==> config.mk <==
export PLATFORM = sky130hd
export DESIGN_NAME = mem_access_sequencer
export DESIGN_NICKNAME = d
export VERILOG_FILES = /design/src/rtl/mips_mem_pkg.sv /design/src/rtl/mas_lane_unit.sv /design/src/rtl/mem_access_sequencer.sv
export SDC_FILE = /design/constraint.sdc
export NUM_CORES = 1
export LEC_CHECK = 0
export CORE_MARGIN = 2
export CORE_UTILIZATION = 44
export DETAILED_ROUTE_END_ITERATION = 7
export GPL_TIMING_DRIVEN = 0
export PLACE_DENSITY = 0.74
export REMOVE_ABC_BUFFERS = 1
export SYNTH_ARGS = -nofsm -noshare
export SYNTH_HDL_FRONTEND = slang
export SYNTH_HIERARCHICAL = 1
export SYNTH_SLANG_ARGS = --single-unit
export TNS_END_PERCENT = 100
==> constraint.sdc <==
create_clock -name I_CLK -period 2.3 [get_ports I_CLK]
set_clock_uncertainty 0.2 [all_clocks]
set_input_delay 0.345 -clock I_CLK [delete_from_list [all_inputs] [get_ports I_CLK]]
set_output_delay 0.345 -clock I_CLK [all_outputs]
set_load 0.005 [all_outputs]
==> src/rtl/mips_mem_pkg.sv <==
// Shared memory-path definitions: Trunk encodings (same as the control unit),
// sequencer state encodings and little-endian lane selects.
package mips_mem_pkg;

  localparam logic [1:0] TRUNK_WORD     = 2'b00;
  localparam logic [1:0] TRUNK_HALF     = 2'b01;
  localparam logic [1:0] TRUNK_BYTE     = 2'b10;
  localparam logic [1:0] TRUNK_WORD_ALT = 2'b11;

  localparam logic [1:0] LANE_B0 = 2'd0;
  localparam logic [1:0] LANE_B1 = 2'd1;
  localparam logic [1:0] LANE_B2 = 2'd2;
  localparam logic [1:0] LANE_B3 = 2'd3;

  localparam logic LANE_H_LO = 1'b0;
  localparam logic LANE_H_HI = 1'b1;

  typedef enum logic [2:0] {
    MAS_IDLE     = 3'd0,
    MAS_RD_ISSUE = 3'd1,
    MAS_RD_WAIT  = 3'd2,
    MAS_WR       = 3'd3,
    MAS_DONE     = 3'd4
  } mas_state_e;

  // The reserved Trunk code behaves as a full word access.
  function automatic logic trunk_is_word(input logic [1:0] trunk);
    return (trunk == TRUNK_WORD) || (trunk == TRUNK_WORD_ALT);
  endfunction

endpackage

==> src/rtl/mas_lane_unit.sv <==
// Combinational byte-lane logic: load extract/extend from a RAM word and
// read-modify-write merge of SB/SH store data into the old word.
module mas_lane_unit
  import mips_mem_pkg::*;
(
  input  logic [1:0]  trunk,
  input  logic        is_signed,
  input  logic [1:0]  byte_off,
  input  logic [31:0] mem_word,
  input  logic [31:0] store_data,
  output logic [31:0] load_data,
  output logic [31:0] merged_word
);

  logic [7:0]  sel_byte;
  logic [15:0] sel_half;

  always_comb begin
    sel_byte = 8'h00;
    case (byte_off)
      LANE_B0: sel_byte = mem_word[7:0];
      LANE_B1: sel_byte = mem_word[15:8];
      LANE_B2: sel_byte = mem_word[23:16];
      LANE_B3: sel_byte = mem_word[31:24];
      default: sel_byte = 8'h00;
    endcase
    sel_half = (byte_off[1] == LANE_H_HI) ? mem_word[31:16] : mem_word[15:0];
  end

  always_comb begin
    load_data = mem_word;
    case (trunk)
      TRUNK_BYTE: load_data = {{24{is_signed & sel_byte[7]}}, sel_byte};
      TRUNK_HALF: load_data = {{16{is_signed & sel_half[15]}}, sel_half};
      default:    load_data = mem_word;
    endcase
  end

  // Only the addressed lane is replaced; the other lanes keep the old RAM contents.
  always_comb begin
    merged_word = store_data;
    case (trunk)
      TRUNK_BYTE: begin
        merged_word = mem_word;
        case (byte_off)
          LANE_B0: merged_word[7:0]   = store_data[7:0];
          LANE_B1: merged_word[15:8]  = store_data[7:0];
          LANE_B2: merged_word[23:16] = store_data[7:0];
          LANE_B3: merged_word[31:24] = store_data[7:0];
          default: merged_word = mem_word;
        endcase
      end
      TRUNK_HALF: begin
        merged_word = mem_word;
        if (byte_off[1] == LANE_H_HI) merged_word[31:16] = store_data[15:0];
        else                          merged_word[15:0]  = store_data[15:0];
      end
      default: merged_word = store_data;
    endcase
  end

endmodule

==> src/rtl/mem_access_sequencer.sv <==
// Multi-cycle MEM-stage sequencer for a word-wide data RAM (loads, stores, SB/SH RMW).
// Optional MAS_ALIGN_CHECK_EN rejects misaligned half/word accesses with Err.
module mem_access_sequencer
  import mips_mem_pkg::*;
#(
  parameter int unsigned ADDR_W  = 32,
  parameter int unsigned DATA_W  = 32,
  parameter int unsigned TIMEOUT = 15
) (
  input  logic              I_CLK,
  input  logic              I_RST_N,
  input  logic              I_MAS_MemRead,
  input  logic              I_MAS_MemWrite,
  input  logic [1:0]        I_MAS_Trunk,
  input  logic              I_MAS_signed,
  input  logic [ADDR_W-1:0] I_MAS_Addr,
  input  logic [DATA_W-1:0] I_MAS_WData,
  output logic [DATA_W-1:0] O_MAS_RData,
  output logic              O_MAS_Stall,
  output logic              O_MAS_Done,
  output logic              O_MAS_Err,
  output logic [ADDR_W-1:0] O_MAS_MemAddr,
  output logic              O_MAS_MemRE,
  output logic              O_MAS_MemWE,
  output logic [DATA_W-1:0] O_MAS_MemWData,
  input  logic [DATA_W-1:0] I_MAS_MemRData,
  input  logic              I_MAS_MemRValid
);

  localparam int unsigned CNT_W = (TIMEOUT < 2) ? 1 : $clog2(TIMEOUT + 1);
  localparam logic [CNT_W-1:0] TO_LAST = CNT_W'((TIMEOUT == 0) ? 0 : TIMEOUT - 1);

  mas_state_e        state;
  logic [CNT_W-1:0]  wait_cnt;
  logic              req_store;
  logic              req_signed;
  logic [1:0]        req_trunk;
  logic [1:0]        req_off;
  logic [DATA_W-1:0] req_wdata;
  logic [DATA_W-1:0] rdata_q;
  logic [DATA_W-1:0] mem_wdata_q;
  logic [ADDR_W-1:0] mem_addr_q;
  logic              mem_re_q;
  logic              mem_we_q;
  logic              done_q;
  logic              err_q;
  logic              req_any;
  logic              misaligned;
  logic [DATA_W-1:0] load_data;
  logic [DATA_W-1:0] merged_word;

  assign req_any = I_MAS_MemRead | I_MAS_MemWrite;

`ifdef MAS_ALIGN_CHECK_EN
  assign misaligned = ((I_MAS_Trunk == TRUNK_HALF) && I_MAS_Addr[0]) ||
                      (trunk_is_word(I_MAS_Trunk) && (I_MAS_Addr[1:0] != 2'b00));
`else
  assign misaligned = 1'b0;
`endif

  mas_lane_unit u_lane (
    .trunk       (req_trunk),
    .is_signed   (req_signed),
    .byte_off    (req_off),
    .mem_word    (I_MAS_MemRData),
    .store_data  (req_wdata),
    .load_data   (load_data),
    .merged_word (merged_word)
  );

  // Stall must rise in the same cycle the request appears, so it cannot be registered.
  assign O_MAS_Stall = ((state != MAS_IDLE) && (state != MAS_DONE)) ||
                       ((state == MAS_IDLE) && req_any);

  assign O_MAS_RData    = rdata_q;
  assign O_MAS_Done     = done_q;
  assign O_MAS_Err      = err_q;
  assign O_MAS_MemAddr  = mem_addr_q;
  assign O_MAS_MemRE    = mem_re_q;
  assign O_MAS_MemWE    = mem_we_q;
  assign O_MAS_MemWData = mem_wdata_q;

  always_ff @(posedge I_CLK or negedge I_RST_N) begin
    if (!I_RST_N) begin
      state       <= MAS_IDLE;
      wait_cnt    <= '0;
      req_store   <= 1'b0;
      req_signed  <= 1'b0;
      req_trunk   <= TRUNK_WORD;
      req_off     <= 2'b00;
      req_wdata   <= '0;
      rdata_q     <= '0;
      mem_wdata_q <= '0;
      mem_addr_q  <= '0;
      mem_re_q    <= 1'b0;
      mem_we_q    <= 1'b0;
      done_q      <= 1'b0;
      err_q       <= 1'b0;
    end else begin
      mem_re_q <= 1'b0;
      mem_we_q <= 1'b0;
      done_q   <= 1'b0;
      err_q    <= 1'b0;
      case (state)
        MAS_IDLE: begin
          if (req_any) begin
            req_store  <= I_MAS_MemWrite;
            req_signed <= I_MAS_signed;
            req_trunk  <= I_MAS_Trunk;
            req_off    <= I_MAS_Addr[1:0];
            req_wdata  <= I_MAS_WData;
            mem_addr_q <= {I_MAS_Addr[ADDR_W-1:2], 2'b00};
            if (misaligned) begin
              rdata_q <= '0;
              done_q  <= 1'b1;
              err_q   <= 1'b1;
              state   <= MAS_DONE;
            end else if (I_MAS_MemWrite && trunk_is_word(I_MAS_Trunk)) begin
              mem_wdata_q <= I_MAS_WData;
              mem_we_q    <= 1'b1;
              state       <= MAS_WR;
            end else begin
              mem_re_q <= 1'b1;
              state    <= MAS_RD_ISSUE;
            end
          end
        end
        MAS_RD_ISSUE: begin
          wait_cnt <= '0;
          state    <= MAS_RD_WAIT;
        end
        MAS_RD_WAIT: begin
          if (I_MAS_MemRValid) begin
            if (req_store) begin
              mem_wdata_q <= merged_word;
              mem_we_q    <= 1'b1;
              state       <= MAS_WR;
            end else begin
              rdata_q <= load_data;
              done_q  <= 1'b1;
              state   <= MAS_DONE;
            end
          end else if ((TIMEOUT != 0) && (wait_cnt == TO_LAST)) begin
            // Give up rather than hang the pipeline; no write follows a failed read.
            rdata_q <= '0;
            done_q  <= 1'b1;
            err_q   <= 1'b1;
            state   <= MAS_DONE;
          end else begin
            wait_cnt <= wait_cnt + 1'b1;
          end
        end
        MAS_WR: begin
          rdata_q <= '0;
          done_q  <= 1'b1;
          state   <= MAS_DONE;
        end
        MAS_DONE: state <= MAS_IDLE;
        default:  state <= MAS_IDLE;
      endcase
    end
  end

endmodule

==> summary.md, run 1 <==
| Metric | Value |
|---|---|
| Top cell type's share of synthesized area | 47.3% |
| Global-route usage over all layers | 27.0% |
| Filler cells | 1232 |
| First drt pass iteration count | 5 |
| Drt drc | 0 |
| Crit share post-route | 104% |
| Area leader, netlist | dfrtp_1 |
| Worst Reg2Reg Path Length in Cells | 8 |
| Initial antenna violation count | 0 |
| Peak supply drop | 0.778 mV |
| RSZ-0062 raised after global routing | true |
| Layout area overhead | 48.0% |
| Post-DP HPWL | 15.4 mm |
| MaxCap Viol Count | 0 |
| Hold WC Path Type | input port to async pin |
| CP Launch Type | flop |
| Reg-to-Reg Start | req_off[1] |
| Via count | 6311 |
| Static leakage power | 4.85 nW |
| Core area | 0.0167 mm2 |
| Largest net degree at the start of global routing | 77 |
| Power Density | 1660 mW/mm2 |
| Yosys reg bits | 143 |
| Port buffer count | 202 |
| Initial DRC count | 603 |
| Post-Synthesis Cell Area | 0.00757 mm2 |
| Ranking of synthesized cells by area | dfrtp_1, mux2_2, and3_1 |
| Final Cell Area | 0.0112 mm2 |
| Fin crit period | 2380 ps |
| H-tree Lvls | 4 |
| Post-synthesis sequential area ratio | 47.3% |
| Skew-Pair Late Insertion Delay | 430 ps |
| Highest Clock Rate | 0.420 GHz |
| Setup TNS | -1160 ps |
| Synthesized area per cell | 12.0 um2 |
| Req. time, crit path | 2420 ps |
| Pins Over Slew Limit | 0 |
| Clock transition at path regs | 60 ps |
| Final nets | 974 |
| WP data arrival | 2500 ps |
| Count of final hold-check violations | 0 |
| Die Width | 135 um |
| Crit path capture type | flop |
| Remaining global-route overflow | 0 |
| Antenna Cells | 0 |
| Share of cells above drive strength 1 | 37.1% |
| Post-Synthesis Cells | 632 |
| Register-to-register setup slack | -80 ps |
| Post-DR wirelength/cell | 22.5 um |
| Failing checks | setup timing |
| Vias in the first global route | 6594 |
| CTS Buffer Depth | 2 |
| I/O pin count | 205 |
| Clock sinks | 143 |
| Worst Setup Slack, final | -83.7 ps |
| Crit-path max FO | 16 |
| Antenna viol nets, final | 0 |
| Die Y | 135 um |
| Crit path kind | flop to flop |
| Final wirelength | 24.7 mm |
| Final GP Congestion | 0.837 |
| Dpl cell area | 0.00976 mm2 |
| Count of cell types in the netlist | 47 |
| First-pass GRT wire length | 37.3 mm |
| Die Area | 0.0183 mm2 |
| Slew margin rel. | 46.8% |
| CTS tree | yes |
| Slew @ Worst Pin | 778 ps |
| Reg-to-reg critical path endpoint | O_MAS_RData[28] |
| Root buffer cell | clkbuf_16 |
| Yosys warnings | 6 |
| Final setup viols | 20 |
| Status | complete, but fails checks |
| Final Power | 18.6 mW |
| Setup WS pre-CTS | -1400 ps |
| CTS Buf Count | 17 |
| Starting Density | 45.3% |
| Site Rows | 47 |
| Vias per cell | 5.74 |
## placed cells by master (no fill, tap or decap), drive strengths merged, types with 4 or more instances in the layout
cell and instances:
ha 4, inv 26, a22o 10, o21ai 12, dfrtp 143, clkinvlp 5
a21oi 45, nor2 5, buf 55, a22oi 14, a222oi 8, and3 34
nand2b 5, mux2 186, o2bb2ai 8, nor2b 14, clkbuf 19, nand2 35
mux2i 6, a221oi 8, clkdlybuf4s50 199
## power by group
group / total, mW / switching [mW] / internal (mW)
combinational: 11.1 / 4.76 / 6.37
sequential: 4.61 / 0.868 / 3.74
clock: 2.83 / 1.16 / 1.68
## worst max path at each step
stage / slack [ps] / start / to
2_1_floorplan: -880 / req_trunk[0] / O_MAS_MemWData[10]
3_3_place_gp: -4970 / I_RST_N / O_MAS_MemAddr[2]
3_5_place_dp: -1400 / I_MAS_MemRValid / O_MAS_RData[29]
4_1_cts: -50 / req_trunk[1] / O_MAS_MemWData[13]
5_1_grt: -110 / req_trunk[1] / O_MAS_MemWData[13]
6_report: -80 / req_off[1] / O_MAS_RData[28]
## critical path, stage by stage, from the launching register on
cell and delay (ps):
dfrtp_4 530, buf_4 160, mux2_4 300, a21oi_2 200, nor2b_4 200, buf_12 160
a21oi_1 60, and3_1 190, mux2_2 250
## metal layers
metal  track usage [%]  part of all wire [%]  up-vias
li1                  -                     -     2794
met1              33.5                    39     3138
met2              45.0                    49      315
met3              7.00                   7.9       64
met4              10.9                   3.3        0
met5                 0                     0        -
## cell families after synthesis
group                    synth area share [%]
buffers and inverters                    4.91
AND/OR/NAND/NOR                          7.68
other                                  0.0495
adder cells (fa/ha/maj)                 0.661
flip-flops                               47.3
AO/OA/AOI/OAI                            10.8
multiplexers                             28.5
XOR/XNOR                                0.116
## synthesized netlist by cell type (all sizes together)
library cell    n
a21oi          45
nor3            1
mux2          186
or3b            1
mux2i           6
ha              4
a22o           10
o21a            2
o21ai          12
a22oi          14
and3b           2
xnor2           1
dfrtp         143
nor3b           2
and2b           1
nand3b          1
nand2b          4
a221o           1
a221oi          8
a21o            2
a32oi           1
and3           34
nand4b          1
o22ai           1
a32o            1
nand2          35
clkbuf         14
nor4b           1
nor2b          13
o2bb2ai         8
nor2            5
conb            1
a222oi          8
nand3           2
a2111oi         2
buf            37
and2            1
inv            21
## what timing repair did
| item | in CTS | in global routing |
|---|---|---|
| hold buffers | 1 | 0 |
| pin swaps | 15 | 14 |
| buffers inserted | 40 | 7 |
| hold endpoints to repair | 67 | 0 |
| cloned | 7 | 1 |
| endpoints found under the setup margin | 108 | 62 |
| resized for setup | 39 | 36 |
## state kept, by name, indices dropped and copies added, names as in the netlist
signal and flops:
req_trunk 2, req_signed 1, state 3, req_off 2, req_wdata 32, O_MAS_MemRE 1, O_MAS_MemWE 1, req_store 1
O_MAS_MemWData 32, O_MAS_RData 32, O_MAS_Done 1, O_MAS_MemAddr 30, O_MAS_Err 1, wait_cnt 4
## through the flow
step	hold WS, ps	instances	util (%)
3_3_place_gp	274	1004	57.4
4_1_cts	299	1092	65.8
6_report	290	1099	67.1
3_5_place_dp	187	1012	58.4
5_1_grt	315	1099	67.1
2_1_floorplan	-151	582	-
## final cells by class
cell class                 count  area, um2  area share, %
timing repair buffer         260       2700           24.1
inverter                      21       82.6          0.737
tap                          220        275           2.46
multi-input combinational    423       3960           35.3
sequential                   143       3590           32.0
clock buffer                  19        453           4.04
clock inverter                13        151           1.35
Power figures use the tool's default switching activity.
==> run 2: changes to the inputs <==
--- a/config.mk
+++ b/config.mk
@@ -5,6 +5,7 @@
 export SDC_FILE = /design/constraint.sdc
 export NUM_CORES = 1
 export LEC_CHECK = 0
+export CAP_MARGIN = 20
 export CORE_MARGIN = 2
 export CORE_UTILIZATION = 44
 export DETAILED_ROUTE_END_ITERATION = 7
==> run 2 against run 1 <==
The flow still finishes with violations (setup timing). Utilization increased by 1.0 points. First-iteration DRC count decreased by 12%. Global-route usage decreased by 0.46 points. Maximum frequency decreased by 0.26%. Largest cell class unchanged. Highest routed layer unchanged.
==> summary.md, run 2 (synthesized netlist as in run 1, its figures left out) <==
| Metric | Value |
|---|---|
| Status | complete, but fails checks |
| Failing checks | setup timing |
| Clock transition at path regs | 60 ps (about the same) |
| M1 GR Usage | 33.4% (-0.089 points) |
| Crit-path max FO | 5 (-11) |
| Highest Clock Rate | 0.418 GHz (-0.26%) |
| H-tree Lvls | 4 (unchanged) |
| Antenna Cells | 0 (unchanged) |
| Post-DP HPWL | 15.4 mm (+0.36%) |
| MaxCap Viol Count | 0 (unchanged) |
| Remaining global-route overflow | 0 (unchanged) |
| Pins Over Slew Limit | 0 (unchanged) |
| Req. time, crit path | 2410 ps (about the same) |
| Power Density | 1670 mW/mm2 (+0.94%) |
| First-pass GRT wire length | 36.6 mm (-1.7%) |
| CP Launch Type | flop |
| Final setup viols | 29 (+45%) |
| Fin crit period | 2390 ps (+6.15 ps) |
| Reg-to-Reg Start | req_trunk[1] |
| Vias in the first global route | 6632 (+0.58%) |
| Filler cells | 1221 (-0.89%) |
| Reg-to-reg critical path endpoint | O_MAS_MemWData[13] |
| Die Width | 135 um (unchanged) |
| CTS Buffer Depth | 2 (unchanged) |
| Largest net degree at the start of global routing | 77 (unchanged) |
| Port buffer count | 202 (unchanged) |
| Clock sinks | 143 (unchanged) |
| Slew margin rel. | 54.0% (+7.3 points) |
| WP data arrival | 2500 ps (about the same) |
| Register-to-register setup slack | -90 ps (about the same) |
| Crit path capture type | flop |
| Worst Reg2Reg Path Length in Cells | 7 (-1) |
| Area of the multi-input gates | 0.00402 mm2 (+1.5%) |
| Skew-Pair Late Insertion Delay | 430 ps (about the same) |
| Count of final hold-check violations | 0 (unchanged) |
| Vias per cell | 5.81 (+1.2%) |
| Crit path kind | flop to flop |
| Hold WC Path Type | input port to async pin |
| Starting Density | 45.3% (unchanged) |
| RSZ-0062 raised after global routing | true |
| First drt pass iteration count | 8 (+3) |
| Inst Count DP | 1013 (+0.099%) |
| M2 GR Usage | 43.8% (-1.3 points) |
| Share of cells above drive strength 1 | 38.2% (+1.2 points) |
| Most Crowded Layer GR | met2 |
| Initial DRC count | 532 (-12%) |
| Final nets | 984 (+1.0%) |
| Post-DR wirelength/cell | 22.6 um (+0.57%) |
| Peak supply drop | 0.838 mV (+7.7%) |
| Drt drc | 0 (unchanged) |
| Met3 usage | 5.87% (-1.1 points) |
| Core area | 0.0167 mm2 (unchanged) |
| Most common cell after layout, fill and taps aside | clkdlybuf4s50_1 |
| Worst Setup Slack, final | -89.9 ps (-6.15 ps) |
| Final core utilization | 68.1% (+1.0 points) |
| Die Y | 135 um (unchanged) |
| Final wirelength | 25.0 mm (+1.5%) |
| CTS tree | yes |
| Global-route usage over all layers | 26.5% (-0.46 points) |
| I/O pin count | 205 (unchanged) |
| Static leakage power | 4.93 nW (+1.6%) |
| Crit share post-route | 104% (+0.27 points) |
| Site Rows | 47 (unchanged) |
| Register area | 0.00359 mm2 (unchanged) |
| Antenna viol nets, final | 0 (unchanged) |
| Die Area | 0.0183 mm2 (unchanged) |
| Setup TNS | -880 ps (+278 ps) |
| Non-filler instance count after layout | 1109 (+0.91%) |
| Initial antenna violation count | 0 (unchanged) |
| Via count | 6447 (+2.2%) |
| Root buffer cell | clkbuf_16 |
| Slew @ Worst Pin | 690 ps (-88.6 ps) |
| Final GP Congestion | 0.837 (unchanged) |
| Most frequent cells in the layout | clkdlybuf4s50_1, mux2_2, dfrtp_1 |
| CTS Buf Count | 17 (unchanged) |
| Layout area overhead | 50.3% |
-- run 2: routing by layer --
layer,up-vias,wire length [um]
met1,3194,10000
met5,-,0
met2,346,12200
li1,2823,-
met3,84,1940
met4,0,951
-- run 2: what timing repair did --
action	CTS	global route
gates cloned	6	2
hold buffers	1	0
buffers inserted	30	25
hold endpoints to repair	67	0
setup endpoints to repair	108	66
gates resized for setup	45	45
pin swaps	9	18
-- run 2: power breakdown --
part	total, mW	switching (mW)	leakage, nW	internal [mW]
clock	3.03	1.16	0.312	1.87
sequential	4.63	0.896	1.75	3.74
combinational	11.4	4.91	2.87	6.46
total	19.0	6.97	4.93	12.1
-- run 2: worst max path at each step --
stage / from / endpoint / slack (ps) / cells past startpoint
2_1_floorplan: req_trunk[0] / O_MAS_MemWData[10] / -880 / 7
3_3_place_gp: I_RST_N / O_MAS_MemAddr[2] / -4970 / 1
3_5_place_dp: I_MAS_MemRValid / O_MAS_RData[29] / -1350 / 5
4_1_cts: req_trunk[1] / O_MAS_MemWData[13] / -60 / 7
5_1_grt: req_off[1] / O_MAS_MemWData[8] / -150 / 7
6_report: req_trunk[1] / O_MAS_MemWData[13] / -90 / 7
-- run 2: per-stage QoR --
| step | area [um2] | power [mW] | setup WS (ps) | hold slack [ps] |
|---|---|---|---|---|
| finish | 11400 | 19.0 | -89.9 | 275 |
| global route | 11400 | 19.9 | -150 | 310 |
| CTS | 10900 | 17.8 | -61.0 | 299 |
| detailed placement | 9770 | 13.2 | -1350 | 190 |
| global placement | 9580 | 12.0 | -4970 | 274 |
| floorplan | 7280 | 9.31 | -877 | -151 |
-- run 2: critical path, cell delays in order (launching register included) --
cell and delay (ps):
dfrtp_1 420, ha_4 300, buf_12 140, a21o_4 210, a222oi_1 370, inv_1 100, mux2_4 280, mux2_4 260
-- run 2: final cells by class --
class | count | area share, %
timing repair buffer | 270 | 24.3
inverter | 21 | 0.726
clock buffer | 18 | 3.86
clock inverter | 14 | 1.81
tap | 220 | 2.42
multi-input combinational | 423 | 35.3
sequential | 143 | 31.5
==> run 3: changes to the inputs <==
--- a/config.mk
+++ b/config.mk
@@ -5,12 +5,14 @@
 export SDC_FILE = /design/constraint.sdc
 export NUM_CORES = 1
 export LEC_CHECK = 0
+export ABC_AREA = 0
 export CAP_MARGIN = 20
+export CORE_ASPECT_RATIO = 0.7
 export CORE_MARGIN = 2
-export CORE_UTILIZATION = 44
+export CORE_UTILIZATION = 53
 export DETAILED_ROUTE_END_ITERATION = 7
 export GPL_TIMING_DRIVEN = 0
-export PLACE_DENSITY = 0.74
+export PLACE_DENSITY = 0.84
 export REMOVE_ABC_BUFFERS = 1
 export SYNTH_ARGS = -nofsm -noshare
 export SYNTH_HDL_FRONTEND = slang
==> constraint.sdc (replaced) <==
create_clock -name I_CLK -period 2.8 [get_ports I_CLK]
set_clock_uncertainty 0.2 [all_clocks]
set_input_delay 0.42 -clock I_CLK [delete_from_list [all_inputs] [get_ports I_CLK]]
set_output_delay 0.42 -clock I_CLK [all_outputs]
set_load 0.005 [all_outputs]
==> run 3 against run 2 <==
The flow now finishes without violations. Sequential power shrank 17%. First-iteration DRC count grew 6.2%. Sequential share of layout area grew 3.0 points. Via count shrank 8.4%. Cell count shrank 8.5%. Maximum frequency shrank 11%. Design area shrank 8.6%. Count of clock-buffer cells in the layout grew 1. Combinational power shrank 38%. Worst setup slack gained 210 ps. Highest routed layer unchanged.
==> summary.md, run 3 (synthesized netlist as in run 1, its figures left out) <==
| Metric | Value |
|---|---|
| Hold WC Path Type | flop to flop |
| Drt drc | 0 (unchanged) |
| Crit-path max FO | 48 (+43) |
| Initial DRC count | 565 (+6.2%) |
| I/O pin count | 205 (unchanged) |
| Skew-Pair Late Insertion Delay | 420 ps (about the same) |
| Register-to-register setup slack | 120 ps (+210 ps) |
| Clock transition at path regs | 60 ps (about the same) |
| Die Width | 147 um (+8.6%) |
| Via count | 5907 (-8.4%) |
| Area of the multi-input gates | 0.00368 mm2 (-8.5%) |
| Setup crit end | O_MAS_MemWData[14] |
| First-pass GRT wire length | 34.3 mm (-6.4%) |
| Count of final hold-check violations | 0 (unchanged) |
| Setup Buffers After CTS | 0 (-100%) |
| Die Area | 0.0153 mm2 (-16%) |
| Non-filler instance count after layout | 1015 (-8.5%) |
| First drt pass iteration count | 5 (-3) |
| CTS tree | yes |
| Slew margin rel. | 28.6% (-25 points) |
| Hold slack final | 304 ps (+28.7 ps) |
| Register area | 0.00358 mm2 (about the same) |
| Req. time, crit path | 2900 ps (+490 ps) |
| Worst Setup Slack, final | 121 ps (+211 ps) |
| Crit path capture type | flop |
| Starting Density | 54.4% (+9.1 points) |
| Antenna viol nets, final | 0 (unchanged) |
| Die Y | 104 um (-23%) |
| Initial antenna violation count | 0 (unchanged) |
| Post-DR wirelength/cell | 21.0 um (-7.0%) |
| Most frequent cells in the layout | clkdlybuf4s50_1, mux2_2, dfrtp_1 |
| Fin crit period | 2680 ps (+289 ps) |
| Hold path cells | 1 |
| Inst Count DP | 982 (-3.1%) |
| CP Launch Type | flop |
| Filler cells | 929 (-24%) |
| Share of cells above drive strength 1 | 30.2% (-8.1 points) |
| Global-route usage over all layers | 28.9% (+2.4 points) |
| Final GP Congestion | 0.843 (+0.69%) |
| Crit path kind | flop to flop |
| CP startpoint | req_trunk[0] |
| Antenna Cells | 0 (unchanged) |
| Core area | 0.0139 mm2 (-17%) |
| Site Rows | 36 (-23%) |
| Most common cell after layout, fill and taps aside | clkdlybuf4s50_1 |
| Remaining global-route overflow | 0 (unchanged) |
| Layout area overhead | 37.3% |
| Slew @ Worst Pin | 1070 ps (+378 ps) |
| Port buffer count | 202 (unchanged) |
| Vias in the first global route | 6149 (-7.3%) |
| WP data arrival | 2780 ps (+280 ps) |
| Setup WS pre-CTS | -752 ps (+602 ps) |
| RSZ-0062 raised after global routing | false |
| Pins Over Slew Limit | 0 (unchanged) |
| Final nets | 920 (-6.5%) |
| Reg-to-reg critical path endpoint | O_MAS_MemWData[14] |
| Largest net degree at the start of global routing | 77 (unchanged) |
| Static leakage power | 4.45 nW (-9.7%) |
| MaxCap Viol Count | 0 (unchanged) |
| Status | completed |
| Post-DP HPWL | 15.1 mm (-2.3%) |
| Crit share post-route | 95.7% (-8.2 points) |
| CTS Buffer Depth | 2 (unchanged) |
| Reg-to-Reg Start | req_trunk[0] |
| Power Density | 1270 mW/mm2 (-24%) |
| Final wirelength | 21.3 mm (-15%) |
| Worst Reg2Reg Path Length in Cells | 8 (+1) |
| Highest Clock Rate | 0.373 GHz (-11%) |
| Final setup viols | 0 (-100%) |
| Root buffer cell | clkbuf_16 |
| Clock sinks | 143 (unchanged) |
| Peak supply drop | 0.792 mV (-5.5%) |
| CTS Buf Count | 17 (unchanged) |
| Vias per cell | 5.82 (+0.11%) |
| H-tree Lvls | 4 (unchanged) |
## run 3: cell count changes in the layout (fill, tap and decap cells not counted), sizes merged
cell           before  now
a21o                3    2
buf                66    9
bufbuf              1    0
bufinv              4    3
clkdlybuf4s50     199  200
clkinvlp            2    3
dlygate4sd2         1    0
inv                24   23
nand2b              5    4
nand3b              2    1
nor2b              14   13
o21a                3    2
## run 3: cell type report
| type | instances | share of cell area (%) |
|---|---|---|
| multi-input cells | 418 | 35.4 |
| repair buffers | 211 | 21.3 |
| well taps | 190 | 2.29 |
| clock buffers | 19 | 4.26 |
| clock inverters | 13 | 1.56 |
| flip-flops and latches | 143 | 34.5 |
| inverters | 21 | 0.758 |
## run 3: worst min-delay path by stage
stage                      startpoint                 end  slack, ps
finish              O_MAS_MemAddr[15]   O_MAS_MemAddr[15]        300
global route        O_MAS_MemAddr[31]   O_MAS_MemAddr[31]        320
CTS                     req_wdata[22]       req_wdata[22]        310
detailed placement            I_RST_N  O_MAS_MemWData[17]        270
global placement          wait_cnt[2]         wait_cnt[2]        280
floorplan                     I_RST_N          O_MAS_Done        -80
## run 3: repair_timing
action | in CTS | in global routing
hold buffers | 1 | 0
resized for setup | 9 | 5
pin swaps | 0 | 2
setup endpoints to repair | 58 | 24
endpoints found under the hold margin | 67 | 0
## run 3: worst max-delay path, cell delays in order (launching register included)
cell      delay (ps)
dfrtp_1          370
inv_1             90
ha_4             360
buf_12           230
a21o_2           290
a222oi_1         390
inv_1             80
mux2_2           270
mux2_2           270
## run 3: power by group
part,switching (mW),internal [mW]
clock,0.897,1.43
sequential,0.764,3.07
combinational,3.10,3.99
total,4.76,8.48
## run 3: stage by stage
| stage | total power [mW] | area [um2] | TNS (ps) | util (%) |
|---|---|---|---|---|
| global route | 14.0 | 10400 | 0 | 74.7 |
| detailed placement | 10.8 | 9750 | -39330 | 70.0 |
| finish | 13.2 | 10400 | 0 | 74.7 |
| floorplan | 7.73 | 7280 | -18960 | - |
| global placement | 10.0 | 9540 | -785140 | 68.6 |
| CTS | 13.2 | 10400 | 0 | 74.6 |
## run 3: layer usage
metal | share of wire [%] | global-route usage (%)
met1 | 44 | 41.0
met2 | 46 | 43.7
met3 | 7.9 | 8.29
met4 | 1.9 | 8.04
met5 | 0 | 0
==> RTL edit 1 (settings of run 2) <==
Make the reset (`I_RST_N`) synchronous in one clocked block.
--- a/src/rtl/mem_access_sequencer.sv
+++ b/src/rtl/mem_access_sequencer.sv
@@ -81,5 +81,5 @@
   assign O_MAS_MemWData = mem_wdata_q;
 
-  always_ff @(posedge I_CLK or negedge I_RST_N) begin
+  always_ff @(posedge I_CLK) begin
     if (!I_RST_N) begin
       state       <= MAS_IDLE;
Behaviour: differs if I_RST_N is asserted again (counterexample within 4 cycles, from zero or initial values and one cycle with I_RST_N low); with I_RST_N held inactive, the same outputs for 4 cycles.
==> RTL edit 1 against run 2 <==
Routed wire length decreased by 6.8%; sequential cell count unchanged; synthesized cell count grew 38%; synthesized area shrank 6.2%; setup slack better by 0.19 ns; global-route usage down 0.20 points; cell area fell by 11%; critical path type is now flop to primary output; largest cell class unchanged.
Power is not compared: it rests on default switching activity, and its combinational part moved more than twofold at a synthesized area within 25%.
==> RTL edit 1: results <==
[global_routing]
grtUsageTotal_pct = 26.3
met3_usage_pct = 6.64
gr-usage-met1_pct = 35.7

[setup_path]
reg2reg_to = "O_MAS_MemWData[13]"
crit_start = "state[2]"
reg2reg_slack_ns = 0.11
max_stage_delay_ns = 0.53
crit_slowest_cell = "dfxtp_2"
r2r-start = "req_trunk[1]"
cp-endpoint = "O_MAS_Stall"

[yosys]
synth_fa_ha_area_share_pct = 0.705
ys_seq_area_share_pct = 40.3
ys.flop_type = "dfxtp_1"
ys_async_sr_fraction_pct = 0
synth_cell_types = 56
synth_mux_area_share_pct = 8.64

[finish]
clockBufferCount = 23
clkCellAreaFrac_pct = 6.73
fillers = 1316
seq_share_pct = 28.3
multi_input_cells = 632
numSequentialCells = 143

[status]
status = "finished clean"

[placement]
dp_hpwl_um = 14400

[drt]
firstDrtPassIters = 7
wl_met2_um = 10900

[clock_network]
post-cts-setup-buffers = 7

[timing]
tns_ns = 0

[hold_path]
hold_class = "flop to flop"
==> RTL edit 1: cell types whose count changed in the layout (fill, tap and decap cells not counted), sizes merged, moves of 35 or more <==
cell	run 2	this run
nand2	35	200
mux2	186	23
dfrtp	143	0
dfxtp	0	143
a21oi	45	113
buf	66	23
o21ai	12	47
==> RTL edit 1: metrics by stage <==
| step | hold WS (ns) | area, um2 | setup slack, ns | std cells |
|---|---|---|---|---|
| detailed placement | 0.243 | 9180 | -0.597 | 1224 |
| floorplan | 0.223 | 6650 | -2.02 | 796 |
| finish | 0.250 | 10200 | 0.0995 | 1271 |
| global route | 0.264 | 10200 | -0.0231 | 1271 |
| global placement | 0.239 | 8940 | -4.41 | 1214 |
| CTS | 0.253 | 10000 | 0.0264 | 1264 |
==> RTL edit 1: worst max-delay path, delay by kind of cell, from the launching register on <==
kind | cells | cell delay, ns
AOI/OAI and AO/OA | 1 | 0.09
buffers and inverters | 2 | 0.47
DFF | 1 | 0.53
and+or+nand+nor | 2 | 0.14
==> RTL edit 2 (flow settings as in run 2) <==
Made on the original files. `TIMEOUT`: 15 -> 30.
--- a/src/rtl/mem_access_sequencer.sv
+++ b/src/rtl/mem_access_sequencer.sv
@@ -6,5 +6,5 @@
   parameter int unsigned ADDR_W  = 32,
   parameter int unsigned DATA_W  = 32,
-  parameter int unsigned TIMEOUT = 15
+  parameter int unsigned TIMEOUT = 30
 ) (
   input  logic              I_CLK,
Check against the original RTL: same outputs for any inputs over 4 cycles, from zero or initial values and one cycle with I_RST_N low; that may be too few to reach the edited logic, so the function may still have changed.
==> RTL edit 2 against run 2 <==
The flow still finishes with violations (negative setup slack); maximum frequency up 0.65%; cell area grew 1.5%; sequential cell count is 1 higher; total power increased by 1.2%; critical path depth is the same; sequential share of layout area down 0.21 points; routed wire length decreased by 4.2%; non-clock buffer count down 17; clock power fell by 6%; synthesized area rose by 6.3%; setup slack better by 0.015 ns; sequential power grew 6.5%; critical path type unchanged; highest routed layer unchanged.
==> RTL edit 2: results <==
[clock_network]
post-cts-setup-buffers = 26
ctsResizeCount = 42

[pwr]
max-vdd-ir-drop_v = 0.000836
p_seq_share_pct = 25.6
power_leakage_nw = 4.86
pwr-share-comb_pct = 59.6

[yosys]
yosys-top-cells-count = "dfrtp_1 (144), mux2_2 (108), nand2_1 (65), inv_1 (55), a21oi_1 (44)"
ys_seq_area_share_pct = 44.8
syn_area_per_cell_um2 = 11.1
synth_fa_ha_area_share_pct = 0.622
synth_cell_types = 60
synth_mux_area_share_pct = 23.3
synth-seq-cells = 144

[placement]
gp_congestion = 0.829
dp_hpwl_um = 15900
placed_area_um2 = 10200
place_ws_ns = -1.02

[global_routing]
grt_pass1_vias = 6622
grtUsageTotal_pct = 24.2

[setup_path]
critPathMaxFanout = 7
arrival_ns = 2.49
cp-endpoint = "O_MAS_MemWData[1]"

[drt]
drtIter0Drc = 515
wl_met3_um = 1360
wl_met1_um = 10000
via_per_inst = 5.64

[timing]
whs_ns = 0.260
worstMarginPinSlew_ns = 0.692
setup_viol = 18
fin_ws_ns = -0.0745
tns_ns = -0.478

[status]
status = "finished, violations left"
violations = "negative setup slack"

[finish]
clockBufferCount = 19
layout-drive-gt1-share_pct = 28.6
area_delta_synth_final_pct = 43.5
multi_input_cells = 469
finalNetCount = 1049
inv_count = 56
multi_input_area_share_pct = 36.1
fillers = 1368
clkCellAreaFrac_pct = 5.24
signal_buffers = 253
[RTL edit 2: changes by cell type after synthesis, sizes merged, moves of 12 or more]
cell | before | now
and3 | 34 | 1
clkbuf | 14 | 26
inv | 21 | 55
mux2 | 186 | 154
nand2 | 35 | 66
nand3 | 2 | 34
o311ai | 0 | 34
[RTL edit 2: stage by stage]
stage | power [mW] | util (%) | instances
2_1_floorplan | 10.3 | - | 666
5_1_grt | 20.4 | 64.3 | 1187
4_1_cts | 18.6 | 62.9 | 1170
6_report | 19.3 | 64.3 | 1187
3_3_place_gp | 13.2 | 55.5 | 1097
3_5_place_dp | 14.1 | 56.6 | 1106
[RTL edit 2: worst max-delay path, stage by stage, from the launching register on]
cell and delay (ns):
dfrtp_2 0.44, ha_4 0.21, nor2b_1 0.16, o21ai_2 0.20, nand2b_2 0.19, a22o_1 0.30
mux2_2 0.26, mux2_1 0.29
